`src/rtl/instr_scheduler.sv`:
```
`default_nettype none
// ============================================================================
// Module      : instr_scheduler
// Description : Buffers host instructions in a FIFO and issues them one at a
//               time to the TPU controller, with a watchdog and statistics.
// Revision    : 1.0 - initial release
// ============================================================================
module instr_scheduler #(
    parameter  int N       = 4,
    parameter  int K       = 8,
    parameter  int DEPTH   = 8,
    parameter  int TIMEOUT = 64,
    localparam int IW      = 3 + $clog2(K),
    localparam int c_AW    = $clog2(DEPTH),
    localparam int c_CW    = c_AW + 1
) (
    input  logic            clk,
    input  logic            rst_n,
    input  logic            host_valid,
    input  logic [IW-1:0]   host_instr,
    output logic            host_ready,
    input  logic            flush,
    input  logic            ctrl_idle,
    output logic            s_update,
    output logic [IW-1:0]   issue_instr,
    output logic            busy,
    output logic [c_CW-1:0] fifo_count,
    output logic [15:0]     done_count,
    output logic            err
);

    localparam int c_WW = $clog2(TIMEOUT + 1);

    typedef enum logic [1:0] {
        S_IDLE      = 2'd0,
        S_ISSUE     = 2'd1,
        S_WAIT_BUSY = 2'd2,
        S_WAIT_DONE = 2'd3
    } state_t;

    state_t            state_q, state_d;
    logic [IW-1:0]     mem_q [DEPTH];
    logic [c_AW-1:0]   wptr_q, rptr_q;
    logic [c_CW-1:0]   count_q;
    logic [IW-1:0]     issue_q;
    logic [15:0]       done_q;
    logic              err_q;
    logic [c_WW-1:0]   wd_q, wd_d;

    logic w_push;
    logic w_start;
    logic w_err_set;
    logic w_done_inc;

    // host_ready comes from the registered count, so a same-cycle pop never
    // opens a slot in a full FIFO.
    assign host_ready = (count_q != c_CW'(DEPTH));
    assign w_push     = host_valid && host_ready && !flush;
    assign w_start    = (state_q == S_IDLE) && (count_q != '0) && ctrl_idle && !flush;

    always_ff @(posedge clk) begin
        if (w_push) begin
            mem_q[wptr_q] <= host_instr;
        end
    end

    always_ff @(posedge clk or negedge rst_n) begin
        if (!rst_n) begin
            wptr_q  <= '0;
            rptr_q  <= '0;
            count_q <= '0;
        end else if (flush) begin
            wptr_q  <= '0;
            rptr_q  <= '0;
            count_q <= '0;
        end else begin
            if (w_push) begin
                wptr_q <= wptr_q + 1'b1;
            end
            if (w_start) begin
                rptr_q <= rptr_q + 1'b1;
            end
            count_q <= count_q + c_CW'(w_push) - c_CW'(w_start);
        end
    end

    always_comb begin
        state_d    = state_q;
        w_err_set  = 1'b0;
        w_done_inc = 1'b0;
        case (state_q)
            S_IDLE: begin
                if (w_start) begin
                    state_d = S_ISSUE;
                end
            end
            S_ISSUE: begin
                state_d = S_WAIT_BUSY;
            end
            S_WAIT_BUSY: begin
                if (!ctrl_idle) begin
                    state_d = S_WAIT_DONE;
                end else if (wd_q >= c_WW'(1)) begin
                    state_d   = S_IDLE;
                    w_err_set = 1'b1;
                end
            end
            S_WAIT_DONE: begin
                if (ctrl_idle) begin
                    state_d    = S_IDLE;
                    w_done_inc = 1'b1;
                end else if (wd_q >= c_WW'(TIMEOUT - 1)) begin
                    state_d   = S_IDLE;
                    w_err_set = 1'b1;
                end
            end
            default: begin
                state_d = S_IDLE;
            end
        endcase
    end

    // Watchdog restarts on every state change and saturates otherwise.
    always_comb begin
        wd_d = wd_q;
        if (state_d != state_q) begin
            wd_d = '0;
        end else if (wd_q != c_WW'(TIMEOUT)) begin
            wd_d = wd_q + 1'b1;
        end
    end

    always_ff @(posedge clk or negedge rst_n) begin
        if (!rst_n) begin
            state_q <= S_IDLE;
            wd_q    <= '0;
            issue_q <= '0;
            done_q  <= '0;
            err_q   <= 1'b0;
        end else begin
            state_q <= state_d;
            wd_q    <= wd_d;
            if (w_start) begin
                issue_q <= mem_q[rptr_q];
            end
            if (w_done_inc) begin
                done_q <= done_q + 16'd1;
            end
            if (w_err_set) begin
                err_q <= 1'b1;
            end
        end
    end

    assign s_update    = (state_q == S_ISSUE);
    assign issue_instr = issue_q;
    assign busy        = (state_q != S_IDLE) || (count_q != '0);
    assign fifo_count  = count_q;
    assign done_count  = done_q;
    assign err         = err_q;

endmodule
`default_nettype wire

```
`config.mk`:
```
export PLATFORM = sky130hd
export DESIGN_NAME = instr_scheduler
export DESIGN_NICKNAME = d
export VERILOG_FILES = /design/src/rtl/instr_scheduler.sv
export SDC_FILE = /design/constraint.sdc
export NUM_CORES = 1
export LEC_CHECK = 0
export BUFFER_PORTS_ARGS = -buffer_cell sky130_fd_sc_hd__buf_2
export CAP_MARGIN = 20
export CORE_ASPECT_RATIO = 1.2
export CORE_MARGIN = 1
export CORE_UTILIZATION = 55
export CTS_CLUSTER_DIAMETER = 120
export DETAILED_ROUTE_END_ITERATION = 10
export PLACE_DENSITY = 0.75
export SLEW_MARGIN = 20
export SYNTH_ARGS = -nofsm -noshare
export SYNTH_HDL_FRONTEND = slang
export SYNTH_SLANG_ARGS = --single-unit
export TNS_END_PERCENT = 10
```
`constraint.sdc`:
```
create_clock -name clk -period 2.9 [get_ports clk]
set_clock_uncertainty 0.15 [all_clocks]
set_input_delay 0.58 -clock clk [delete_from_list [all_inputs] [get_ports clk]]
set_output_delay 0.58 -clock clk [all_outputs]
set_load 0.01 [all_outputs]
```
==> impl_metrics.py <==
metrics = {
    "final_layout": {
        "fin_area_um2": 4510,
        "post-route-util": 0.655,
        "nFillCells": 509,
        "antennaDiodeCount": 0,
        "nNetsFinal": 360,
        "drive_above_1_share": 0.261,
        "areaGrowthSynthToFinish_pct": 13.7,
    },
    "global_routing": {
        "antenna_found_initial": 0,
        "grt_max_degree": 43,
        "use_met1": 0.268,
        "grtUsageMet3": 0.0450,
        "gr-total-overflow": 0,
        "grt_pass1_wl_um": 11200,
        "grtUsageMet2": 0.328,
        "grt_use_total": 0.206,
        "globalRoute.busiestLayer": "met2",
        "grt_pass1_vias": 2278,
    },
    "setup_path": {
        "path_buf_inv": 2,
        "cp.required_ns": 2.98,
        "r2r_end": "fifo_count[3]$_DFF_PN0_",
        "path_depth": 12,
        "start_kind": "flip-flop",
        "crit_slowest_cell": "or3b_2",
        "path_delay_family": "simple AND/OR/NAND/NOR gates",
        "cp-end-kind": "flip-flop",
        "crit_type": "flip-flop to flip-flop",
        "crit_fanout": 5,
        "rr_worst_depth": 12,
        "timing.rr.start": "fifo_count[2]$_DFF_PN0_",
        "crit_arrival_ns": 2.73,
        "path_cells": "inv_1, ha_1, or3b_2, nand2_1, or2_2, ha_1, inv_1, ha_1, a21o_1, a21oi_1, xnor2_1, nor2_1",
        "reg2reg_setup_slack_ns": 0.24,
        "path_common_cell": "ha_1",
        "critPathMaxStageDelay_ns": 0.50,
    },
    "synthesis": {
        "syn-num-nets": 307,
        "synth_seq_area_share": 0.628,
        "ys.warnings.count": 0,
        "syn_inst": 283,
        "ys_types": 42,
        "netlist_area_um2": 3970,
        "synth_area_per_cell_um2": 14.0,
        "synth_edf_count": 48,
        "synth_ff_type": "edfxtp_1",
        "ys_seq_elements": 90,
        "async_flop_share": 0.467,
    },
    "cts": {
        "cts_tree": "done",
        "root_buffer": "clkbuf_8",
        "htree_levels": 3,
        "postCtsSetupBuffers": 0,
        "cts_made_buffers": 9,
        "clockBufferDepth": 2,
        "cts_resized": 0,
        "clock_latency_ns": 0.35,
        "hold_buffers": 0,
        "cts_sinks": 90,
        "path_clk_slew_ns": 0.09,
    },
    "floorplan": {
        "core-area_um2": 6900,
        "die_h_um": 95.1,
        "row_count": 33,
        "ios": 41,
        "die_x_um": 79.5,
        "dieArea_um2": 7560,
        "initial_core_util": 0.576,
    },
    "sta": {
        "max_freq_mhz": 377,
        "hold_slack_ns": 0.216,
        "tightestPinTransition_ns": 0.990,
        "rsz0062_at_grt": "false",
        "hold_viol_final": 0,
        "post-route-min-period_ns": 2.66,
        "setup-violations-final": 0,
        "finalSetupTns_ns": 0,
        "finalMaxSlewViolations": 0,
        "relSlewSlack": 0.335,
        "period_share": 0.916,
    },
    "power": {
        "peakVddDrop_uv": 410,
        "leakagePower_nw": 1.87,
        "p_per_area_nw_per_um2": 721,
    },
    "route": {
        "viasPerCell": 5.54,
        "first_iter_violations": 103,
        "ant_nets": 0,
        "drt-pass1-iter-count": 5,
        "routed_wl_um": 6860,
        "detail_route.wl_per_cell_um": 16.0,
        "vias": 2373,
        "route.detailed.drc": 0,
    },
    "place": {
        "gp_congestion": 0.751,
        "io_buffers": 40,
        "hpwl_um": 4700,
        "place_area_um2": 4310,
    },
    "min_path": {
        "min_path_type": "primary input to asynchronous set/reset pin",
    },
    "job": {
        "maxCapViolCount": 0,
    },
    "run_status": {
        "outcome": "finished, final reports clean",
    },
}
## final cells by class
type,count,area (um2),share of cell area
Timing Repair Buffer,49,268,0.0593
Tap cell,87,109,0.0241
Clock inverter,5,61.3,0.0136
Multi-Input combinational cell,172,1390,0.308
Clock buffer,11,141,0.0313
Inverter,14,52.6,0.0116
Sequential cell,90,2490,0.552
## per-layer routing
metal | part of all wire | vias up
met5 | 0 | -
met4 | 0.0069 | 0
met3 | 0.040 | 4
met2 | 0.50 | 53
met1 | 0.45 | 1184
li1 | - | 1132
## cells in the mapped netlist (2+ instances only)
cell type | count | share of area
edfxtp_1 | 48 | 0.36
dfrtp_1 | 42 | 0.26
nor2_1 | 26 | 0.025
nand2_1 | 17 | 0.016
xor2_1 | 15 | 0.033
inv_1 | 14 | 0.013
ha_1 | 12 | 0.038
mux4_2 | 12 | 0.068
nor3_1 | 12 | 0.015
xnor2_1 | 11 | 0.024
a21oi_1 | 10 | 0.013
nand3_1 | 9 | 0.011
mux2i_1 | 8 | 0.020
nor2b_1 | 5 | 0.0079
and4_1 | 4 | 0.0088
nand4_1 | 4 | 0.0063
a21o_1 | 3 | 0.0057
clkbuf_1 | 3 | 0.0028
buf_4 | 2 | 0.0038
nand2b_1 | 2 | 0.0032
or2_2 | 2 | 0.0032
or3b_2 | 2 | 0.0044
## metrics by stage
step / instances / worst slack, ns / power [mW]
6_report: 428 / 0.245 / 3.25
5_1_grt: 428 / 0.0670 / 3.47
4_1_cts: 428 / 0.230 / 3.30
3_5_place_dp: 412 / 0.251 / 2.43
3_3_place_gp: 412 / 0.323 / 2.40
2_1_floorplan: 283 / 0.133 / 2.18
## worst register-to-register path: stages, from the launching register on
cell	delay, ns
dfrtp_1	0.38
inv_1	0.10
ha_1	0.15
or3b_2	0.50
nand2_1	0.16
or2_2	0.13
ha_1	0.13
inv_1	0.06
ha_1	0.27
a21o_1	0.16
a21oi_1	0.17
xnor2_1	0.14
nor2_1	0.05
## layout by cell type (no fill, tap or decap), types with 8 or more instances in the layout
cell type and count:
a21oi_1 10, buf_2 40, buf_4 9, clkbuf_8 10, dfrtp_1 42, edfxtp_1 48
ha_1 12, inv_1 14, mux2i_1 8, mux4_2 12, nand2_1 17, nand3_1 9
nor2_1 26, nor3_1 12, xnor2_1 11, xor2_1 15
## where the power goes
group / internal (mW) / leakage, nW / switching [mW]
Combinational: 0.354 / 0.798 / 0.408
Clock: 0.427 / 0.100 / 0.438
Sequential: 1.49 / 0.974 / 0.136
Total: 2.27 / 1.87 / 0.982
## flip-flops by register name (all words and copies together) (netlist names)
name / flops
state_q: 2
rptr_q: 3
fifo_count: 4
wptr_q: 3
done_count: 16
issue_instr: 6
mem_q: 48
err: 1
wd_q: 7
## logic make-up after synthesis
family,share of synthesized area
buf+inv,0.0221
flops,0.628
simple gates,0.129
xor+xnor,0.0574
mux,0.0883
compound gates,0.0322
fa+ha+maj,0.0429
## worst max-delay path by stage
stage / start / endpoint / slack [ns]
2_1_floorplan: fifo_count[2]$_DFF_PN0_ / fifo_count[2]$_DFF_PN0_ / 0.13
4_1_cts: fifo_count[2]$_DFF_PN0_ / fifo_count[3]$_DFF_PN0_ / 0.23
3_5_place_dp: fifo_count[2]$_DFF_PN0_ / fifo_count[3]$_DFF_PN0_ / 0.25
5_1_grt: fifo_count[2]$_DFF_PN0_ / fifo_count[3]$_DFF_PN0_ / 0.07
3_3_place_gp: fifo_count[2]$_DFF_PN0_ / fifo_count[3]$_DFF_PN0_ / 0.32
6_report: fifo_count[2]$_DFF_PN0_ / fifo_count[3]$_DFF_PN0_ / 0.24
Note: power is estimated with default switching activity, not from simulation.
